File: src/rtl/mcs_io_pkg.sv
// Shared types and constants for the MCS I/O bus initiator.
package mcs_io_pkg;

    typedef enum logic [1:0] {
        IDLE   = 2'd0,
        STROBE = 2'd1,
        WAIT   = 2'd2,
        RESP   = 2'd3
    } state_t;

    localparam logic [31:0] WORD_ALIGN_MASK = 32'hFFFF_FFFC;
    localparam logic [3:0]  RD_BE_ALL       = 4'hF;

    typedef struct packed {
        logic [31:0] rdata;
        logic        err;
    } rsp_t;

endpackage

File: src/rtl/mcs_io_master.sv
// MCS I/O bus initiator: one bus transaction per request, bounded wait on io_ready.
// Optional macro MCS_IO_ADDR_CHECK_EN rejects addresses outside the BRG_BASE[31:24] window.
module mcs_io_master
    import mcs_io_pkg::*;
#(
    parameter logic [31:0] BRG_BASE    = 32'hC000_0000,
    parameter int          TIMEOUT_CYC = 16
) (
    input  logic        clk,
    input  logic        reset_n,
    input  logic        cmd_valid,
    output logic        cmd_ready,
    input  logic        cmd_wr,
    input  logic [31:0] cmd_addr,
    input  logic [31:0] cmd_wdata,
    input  logic [3:0]  cmd_be,
    output logic        rsp_valid,
    input  logic        rsp_ready,
    output logic [31:0] rsp_rdata,
    output logic        rsp_err,
    output logic        io_addr_strobe,
    output logic        io_read_strobe,
    output logic        io_write_strobe,
    output logic [3:0]  io_byte_enable,
    output logic [31:0] io_address,
    output logic [31:0] io_write_data,
    input  logic [31:0] io_read_data,
    input  logic        io_ready
);

    localparam int CNT_W = $clog2(TIMEOUT_CYC + 1);
    localparam logic [CNT_W-1:0] CNT_LAST = CNT_W'(TIMEOUT_CYC - 1);

    state_t           state, state_nx;
    logic             wr_q;
    logic [CNT_W-1:0] cnt;
    rsp_t             rsp_q;
    logic             addr_ok;
    logic             timed_out;

`ifdef MCS_IO_ADDR_CHECK_EN
    assign addr_ok = (cmd_addr[31:24] == BRG_BASE[31:24]);
`else
    logic unused_base;
    assign unused_base = ^BRG_BASE;
    assign addr_ok     = 1'b1;
`endif

    // cnt holds the number of bus cycles already spent, STROBE being cycle 0
    assign timed_out = (cnt == CNT_LAST);

    always_comb begin
        state_nx = state;
        case (state)
            IDLE:         if (cmd_valid) state_nx = addr_ok ? STROBE : RESP;
            STROBE, WAIT: if (io_ready || timed_out) state_nx = RESP;
                          else                       state_nx = WAIT;
            RESP:         if (rsp_ready) state_nx = IDLE;
            default:      state_nx = IDLE;
        endcase
    end

    always_ff @(posedge clk or negedge reset_n) begin
        if (!reset_n) begin
            state          <= IDLE;
            wr_q           <= 1'b0;
            cnt            <= '0;
            rsp_q          <= '0;
            io_address     <= '0;
            io_write_data  <= '0;
            io_byte_enable <= '0;
        end else begin
            state <= state_nx;
            case (state)
                IDLE: begin
                    cnt <= '0;
                    if (cmd_valid) begin
                        if (addr_ok) begin
                            wr_q           <= cmd_wr;
                            io_address     <= cmd_addr & WORD_ALIGN_MASK;
                            io_byte_enable <= cmd_wr ? cmd_be : RD_BE_ALL;
                            if (cmd_wr) io_write_data <= cmd_wdata;
                            rsp_q          <= '0;
                        end else begin
                            rsp_q <= '{rdata: 32'h0, err: 1'b1};
                        end
                    end
                end
                STROBE, WAIT: begin
                    cnt <= cnt + CNT_W'(1);
                    if (io_ready)
                        rsp_q <= '{rdata: (wr_q ? 32'h0 : io_read_data), err: 1'b0};
                    else if (timed_out)
                        rsp_q <= '{rdata: 32'h0, err: 1'b1};
                end
                default: cnt <= '0;
            endcase
        end
    end

    // Strobes decode straight from state so an async reset drops them at once
    assign io_addr_strobe  = (state == STROBE);
    assign io_read_strobe  = (state == STROBE) && !wr_q;
    assign io_write_strobe = (state == STROBE) &&  wr_q;
    assign cmd_ready       = (state == IDLE);
    assign rsp_valid       = (state == RESP);
    assign rsp_rdata       = rsp_q.rdata;
    assign rsp_err         = rsp_q.err;

endmodule

File: config.mk
export PLATFORM = sky130hd
export DESIGN_NAME = mcs_io_master
export DESIGN_NICKNAME = d
export VERILOG_FILES = /design/src/rtl/mcs_io_pkg.sv /design/src/rtl/mcs_io_master.sv
export SDC_FILE = /design/constraint.sdc
export NUM_CORES = 1
export LEC_CHECK = 0
export CAP_MARGIN = 0
export CORE_UTILIZATION = 25
export CTS_CLUSTER_SIZE = 14
export DETAILED_ROUTE_END_ITERATION = 10
export SLEW_MARGIN = 30
export SYNTH_ARGS = -nofsm -noshare
export SYNTH_HDL_FRONTEND = slang
export SYNTH_SLANG_ARGS = --single-unit
File: constraint.sdc
create_clock -name clk -period 1.95 [get_ports clk]
set_input_delay 0.195 -clock clk [delete_from_list [all_inputs] [get_ports clk]]
set_output_delay 0.195 -clock clk [all_outputs]
set_load 0.1 [all_outputs]
==> metrics.md, run 1 <==
| Metric | Value |
|---|---|
| ANT cells | 0 |
| Via count of the first global-routing pass | 3542 |
| Ratio of cells with drive above 1 in the final layout | 0.2926 |
| Clock net sink count | 107 |
| Floorplan die height | 134.6 um |
| Layout overhead on the synthesized area | 56.46% |
| Half-perimeter wire length after detailed placement | roughly 8000 um |
| Detailed-router iteration count before antenna repair | 4 |
| Post-route DRC violation count | 0 |
| Type of element capturing the critical path | register |
| Crit-path max FO | 8 |
| Type of the most critical hold path | input pin to register |
| Via Count | 3401 |
| Yosys warning count | 0 |
| Number of input and output port buffers inserted | roughly 210 |
| Fin. Hold Viols | 0 |
| Fin crit period | 1.903 ns |
| Clock Tree Buf Depth | 2 |
| Number of antenna violations at the first check in global routing | 0 |
| TritonCTS clock tree | built |
| Pin count of the biggest net entering global routing | 47 |
| Worst hold slack | 0.3705 ns |
| Peak clock frequency supported by timing | 525.5 MHz |
| Die width | between 100 and 150 um |
| Crit path from | cnt[0] |
| Crit Path Category | register to register |
| Initial standard-cell utilization of the core | 0.2551 |
| Crit start category | register |
| Most common cell after layout, fill and taps aside | sky130_fd_sc_hd__nand2_1 |
| Worst clock skew | 0.008570 ns |
| Per-cell via count in the routed design | 4.098 |
| Mapped cell area | 4397 sq um |
| H-tree Lvls | 3 |
| Distinct cells, synth | 28 |
| Total wire length | 11330 um |
| TritonCTS buffer count | 9 |
| Max cap viols | 0 |
| Required time of the critical path | ~2.2 ns |
| Post-synthesis register bit count | 107 |
| Total placed cells including tap cells | 808 |
| Syn Area/Cell | 11.39 sq um |
| Clock latency at the later pin of the worst-skew pair | around 0.35 ns |
| Start of the worst register-to-register path | cnt[0] |
| Clock tree root driver cell | sky130_fd_sc_hd__clkbuf_16 |
| Commonest cells after routing, fill and taps aside | 125 x sky130_fd_sc_hd__nand2_1, 109 x sky130_fd_sc_hd__buf_4, 107 x sky130_fd_sc_hd__dfrtp_1 |
| GRT Residual Overflow | 0 |
| Placer's final routability congestion estimate | 0.7555 |
| Aggregate global-route resource usage | 0.1242 |
| Clock-pin transition on the worst setup and hold timing paths | ~0.070 ns |
| Starting DRT DRC Count | 75 |
| Max-slew violation total from the final report | 0 |
| Register area share after synthesis | 0.6090 |
| Final cell count without fillers | 830 |
| Routed len/inst | 13.65 um |
| Nets@finish | 711 |
| Core region area | 17240 sq um |
| Worst rel slew slack | 0.6610 |
| Fraction of the cycle the final worst path needs | 0.9758 |
| Result of the run | finished, final reports clean |
| Die Footprint | 18120 sq um |
| First-pass GRT wire length | roughly 18000 um |
| Critical Path AT | about 2.2 ns |
| Final number of setup-violating endpoints | 0 |
| Post-synthesis cell count | between 300 and 400 |
| Pin slew with the least headroom to its limit | just over 0.5 ns |
| Hold_sp | cmd_addr[28] |
| Cell row count | between 40 and 50 |
| Post-route ant nets | 0 |
| Count of boundary I/O pins | 212 |
## cell type report
type	count	area (sq um)
Clock buffer	10	239.0
Fill cell	1690	10360
Inverter	37	138.9
Sequential cell	107	2678
Tap cell	225	281.5
Clock inverter	6	48.80
Timing Repair Buffer	221	2026
Multi-Input combinational cell	224	1468
## path summary, 6_finish.rpt
| kind | to | slack (ns) | cells after the start |
|---|---|---|---|
| max in group asynchronous | io_address[15] | 0.89 | 3 |
| worst max register to register | rsp_rdata[0] | 0.05 | 8 |
| min in group asynchronous | io_write_data[23] | 0.41 | 2 |
| worst min-delay path | io_address[28] | 0.37 | 3 |
| worst min register to register | cnt[0] | 0.46 | 1 |
| worst max-delay path | rsp_rdata[0] | 0.05 | 8 |
## per-layer routing
layer	GRT usage	wire, um
met2	0.2018	5515
met4	0.05243	186
met1	0.1524	4770
met5	0	0
met3	0.03866	858
## synthesized netlist by cell type, drive strengths merged
| library cell | instances | area [sq um] |
|---|---|---|
| nor2b | 2 | 12.51 |
| inv | 37 | 138.9 |
| and3b | 1 | 10.01 |
| mux2i | 33 | 330.3 |
| nor2 | 6 | 22.52 |
| nand3 | 1 | 5.000 |
| xnor2 | 1 | 8.760 |
| ha | 5 | 62.56 |
| mux2 | 34 | 386.6 |
| a21oi | 2 | 10.01 |
| and2 | 3 | 20.02 |
| nor3b | 1 | 18.77 |
| nand2 | 126 | 480.5 |
| buf | 12 | 116.4 |
| and3 | 1 | 6.260 |
| xor2 | 1 | 8.760 |
| clkbuf | 7 | 26.28 |
| nor3 | 1 | 16.27 |
| conb | 1 | 3.750 |
| o22a | 4 | 35.03 |
| dfrtp | 107 | 2678 |
## repair_timing
action | CTS | global route
gates resized for setup | 0 | 1
endpoints found under the hold margin | 35 | 0
buffers inserted | 0 | 3
hold buffers | 1 | 0
endpoints found under the setup margin | 0 | 29
## flip-flops by register name (all words and copies together) (netlist names)
register,cells
cnt,5
rsp_err,1
wr_q,1
io_write_data,32
rsp_rdata,32
state,2
io_byte_enable,4
io_address,30
## metrics by stage
stage | area, sq um | worst slack [ns] | TNS [ns] | utilization
detailed placement | 6520 | 0.08691 | 0 | 0.3783
global placement | 6520 | 0.1543 | 0 | 0.3783
global route | 6879 | -0.04517 | -0.1333 | 0.3991
finish | 6879 | 0.04720 | 0 | 0.3991
floorplan | 4424 | 0.09858 | 0 | -
CTS | 6818 | 0.06662 | 0 | 0.3955
## critical path, cell delays in order, from the launching register on
cell                        delay [ns]
sky130_fd_sc_hd__dfrtp_1          0.40
sky130_fd_sc_hd__ha_2             0.20
sky130_fd_sc_hd__and3_1           0.19
sky130_fd_sc_hd__ha_1             0.21
sky130_fd_sc_hd__nor3b_4          0.26
sky130_fd_sc_hd__nor3_4           0.05
sky130_fd_sc_hd__buf_4            0.17
sky130_fd_sc_hd__clkbuf_16        0.17
sky130_fd_sc_hd__mux2i_1          0.17
## kinds of logic (layout without fill, tap and decap cells)
logic type | Yosys count | after routing | synth area share
buffers and inverters | 56 | 274 | 0.06403
AND/OR/NAND/NOR | 142 | 142 | 0.1346
flip-flops | 107 | 107 | 0.6090
other | 1 | 2 | 0.0008529
AO/OA/AOI/OAI | 6 | 6 | 0.01024
multiplexers | 67 | 67 | 0.1631
adder cells (fa/ha/maj) | 5 | 5 | 0.01423
XOR/XNOR | 2 | 2 | 0.003985
Power of run 1 is left out: the tool's default activity adds up to more than one toggle a clock period on the data nets, which glitch-free logic cannot reach.
==> run 2, diff against run 1 <==
clock period = 2.3 ns   (was 1.95 ns; I/O delays follow)
==> run 2 against run 1 <==
  * Clock skew fell by 0.0021 ns
  * First-iteration DRC count grew 6.7%
  * Global-route usage is 0.13 points higher
  * Sequential share of layout area is 0.071 points higher
  * Via count up 0.12%
  * Worst setup slack better by 0.26 ns
  * Critical path type unchanged
  * Critical endpoint is now rsp_err
  * Highest routed layer is now met5
==> metrics.md, run 2 (synthesis results as in run 1) <==
| Metric | Value |
|---|---|
| Result of the run | finished, final reports clean |
| Commonest cells after routing, fill and taps aside | 125 x sky130_fd_sc_hd__nand2_1, 121 x sky130_fd_sc_hd__buf_4, 107 x sky130_fd_sc_hd__dfrtp_1 |
| Worst rel slew slack | 0.6072 (-0.05379) |
| Placer's final routability congestion estimate | 0.7622 (+0.89%) |
| Last element of the critical path | rsp_err |
| Via Count | 3405 (+0.12%) |
| Crit-path max FO | 12 (+4) |
| Max cap viols | 0 (unchanged) |
| TritonCTS clock tree | built |
| PostCTS Resize Cnt | 0 (unchanged) |
| Routed len/inst | 13.48 um (-1.2%) |
| Slowest cell delay on critical path | 0.38 ns (-0.02 ns) |
| Worst r2r dst | rsp_err |
| Max-slew violation total from the final report | 0 (unchanged) |
| Per-cell via count in the routed design | 4.078 (-0.48%) |
| Initial standard-cell utilization of the core | 0.2551 (unchanged) |
| Critical-path cell with the highest stage delay | sky130_fd_sc_hd__dfrtp_1 |
| Type of element capturing the critical path | register |
| Fin. Hold Viols | 0 (unchanged) |
| Worst hold slack | 0.3772 ns (+0.006639 ns) |
| Number of antenna violations at the first check in global routing | 1 (+1) |
| Crit Path Category | register to register |
| Total wire length | 11260 um (-0.64%) |
| Crit path from | cnt[0] |
| Type of the most critical hold path | input pin to async pin |
| Die Footprint | 18120 sq um (unchanged) |
| Final number of setup-violating endpoints | 0 (unchanged) |
| First-pass GRT wire length | 17640 um (-0.19%) |
| Floorplan die height | 134.6 um (unchanged) |
| Half-perimeter wire length after detailed placement | 8247 um (+2.7%) |
| Clock tree root driver cell | sky130_fd_sc_hd__clkbuf_16 |
| Peak clock frequency supported by timing | 500.8 MHz (-4.7%) |
| Fin crit period | 1.997 ns (+0.09385 ns) |
| Crit start category | register |
| Die width | 134.6 um (unchanged) |
| Clock Tree Buf Depth | 2 (unchanged) |
| Sequential cell area | 2678 sq um (unchanged) |
| ANT cells | 0 (unchanged) |
| Detailed-router iteration count before antenna repair | 4 (unchanged) |
| Clock-pin transition on the worst setup and hold timing paths | 0.07 ns (about the same) |
| Required time of the critical path | 2.53 ns (+0.32 ns) |
| Post-route DRC violation count | 0 (unchanged) |
| R2r worst-path depth | 8 (unchanged) |
| Cell class contributing the biggest share of worst-path delay | simple AND/OR/NAND/NOR gates |
| H-tree Lvls | 3 (unchanged) |
| Core region area | 17240 sq um (unchanged) |
| Worst clock skew | 0.006449 ns (-0.002122 ns) |
| Starting DRT DRC Count | 80 (+6.7%) |
| Pin count of the biggest net entering global routing | 43 (-8.5%) |
| GRT Residual Overflow | 0 (unchanged) |
| Number of input and output port buffers inserted | 207 (unchanged) |
| Worst path bufs/invs | 2 (unchanged) |
| Fillers | 1644 (-2.7%) |
| Clock latency at the later pin of the worst-skew pair | 0.34 ns (about the same) |
| Nets@finish | 717 (+0.84%) |
| Cell row count | 48 (unchanged) |
| Aggregate global-route resource usage | 0.1255 (+0.001344) |
| Most frequent cell on the critical path | sky130_fd_sc_hd__ha_1 |
| Ratio of cells with drive above 1 in the final layout | 0.2934 (+0.0008806) |
| Cell-by-cell trace of the critical path | ha_1 > and3_1 > ha_1 > nor3b_4 > nor3_4 > buf_12 > buf_4 > mux2_4 |
| Internal reg-to-reg setup slack | 0.30 ns (+0.26 ns) |
| Clock net sink count | 107 (unchanged) |
| Layout overhead on the synthesized area | 56.18% |
| WP depth | 8 (unchanged) |
| Critical Path AT | 2.23 ns (+0.07 ns) |
| Via count of the first global-routing pass | 3562 (+0.56%) |
| Combined area of the multi-input logic cells | 1453 sq um (-1.0%) |
| Fraction of the cycle the final worst path needs | 0.8681 (-0.1077) |
| Setup repair after global routing missed its margin | no |
| Most common cell after layout, fill and taps aside | sky130_fd_sc_hd__nand2_1 |
| Post-route ant nets | 0 (unchanged) |
| Pin slew with the least headroom to its limit | 0.5892 ns (+0.08114 ns) |
| Start of the worst register-to-register path | cnt[0] |
| TritonCTS buffer count | 9 (unchanged) |
| Count of boundary I/O pins | 212 (unchanged) |
[run 2: changes by cell type in the layout (fill, tap and decap cells not counted), moves of 2 or more]
| cell | change |
|---|---|
| sky130_fd_sc_hd__buf_12 | -4 |
| sky130_fd_sc_hd__buf_4 | +12 |
| sky130_fd_sc_hd__bufinv_16 | +2 |
| sky130_fd_sc_hd__clkinv_4 | -2 |
| sky130_fd_sc_hd__clkinvlp_4 | -3 |
| sky130_fd_sc_hd__ha_1 | +2 |
[run 2: final cells by class]
cell class              instances  share of cell area
clock buffers                  11             0.03535
clock inverters                 4             0.01075
inverters                      37             0.02023
multi-input cells             224              0.2116
flip-flops and latches        107              0.3899
well taps                     225             0.04100
repair buffers                227              0.2912
[run 2: how the worst min path moves through the flow]
| stage | end | slack (ns) | from | depth (start not counted) |
|---|---|---|---|---|
| floorplan | cnt[0] | -0.07 | reset_n | 0 |
| global placement | io_address[17] | 0.22 | reset_n | 1 |
| detailed placement | io_address[17] | 0.22 | reset_n | 1 |
| CTS | io_address[17] | 0.38 | reset_n | 2 |
| global route | io_address[17] | 0.40 | reset_n | 2 |
| finish | io_address[17] | 0.38 | reset_n | 2 |
[run 2: metrics by stage]
| step | worst slack, ns | utilization | setup TNS [ns] | instances | cell area, sq um |
|---|---|---|---|---|---|
| after detailed placement | -0.02747 | 0.3739 | -0.08712 | 808 | 6445 |
| after global routing | 0.2264 | 0.3984 | 0 | 835 | 6867 |
| after global placement | 0.07069 | 0.3739 | 0 | 808 | 6445 |
| final | 0.3033 | 0.3984 | 0 | 835 | 6867 |
| after CTS | 0.008773 | 0.3929 | 0 | 824 | 6771 |
| after floorplan | 0.1269 | - | 0 | 387 | 4412 |
[run 2: repair_timing]
item,CTS,global route
hold endpoints to repair,33,0
setup buffers,0,11
setup endpoints to repair,20,20
hold buffers,1,0
pin swaps,1,1
[run 2: per-layer routing]
metal	GRT usage	wire [um]
met1	0.1478	4681
met4	0.05868	231
met3	0.04542	961
met5	0	13
met2	0.2041	5370
Power of run 2 is left out for the same reason.
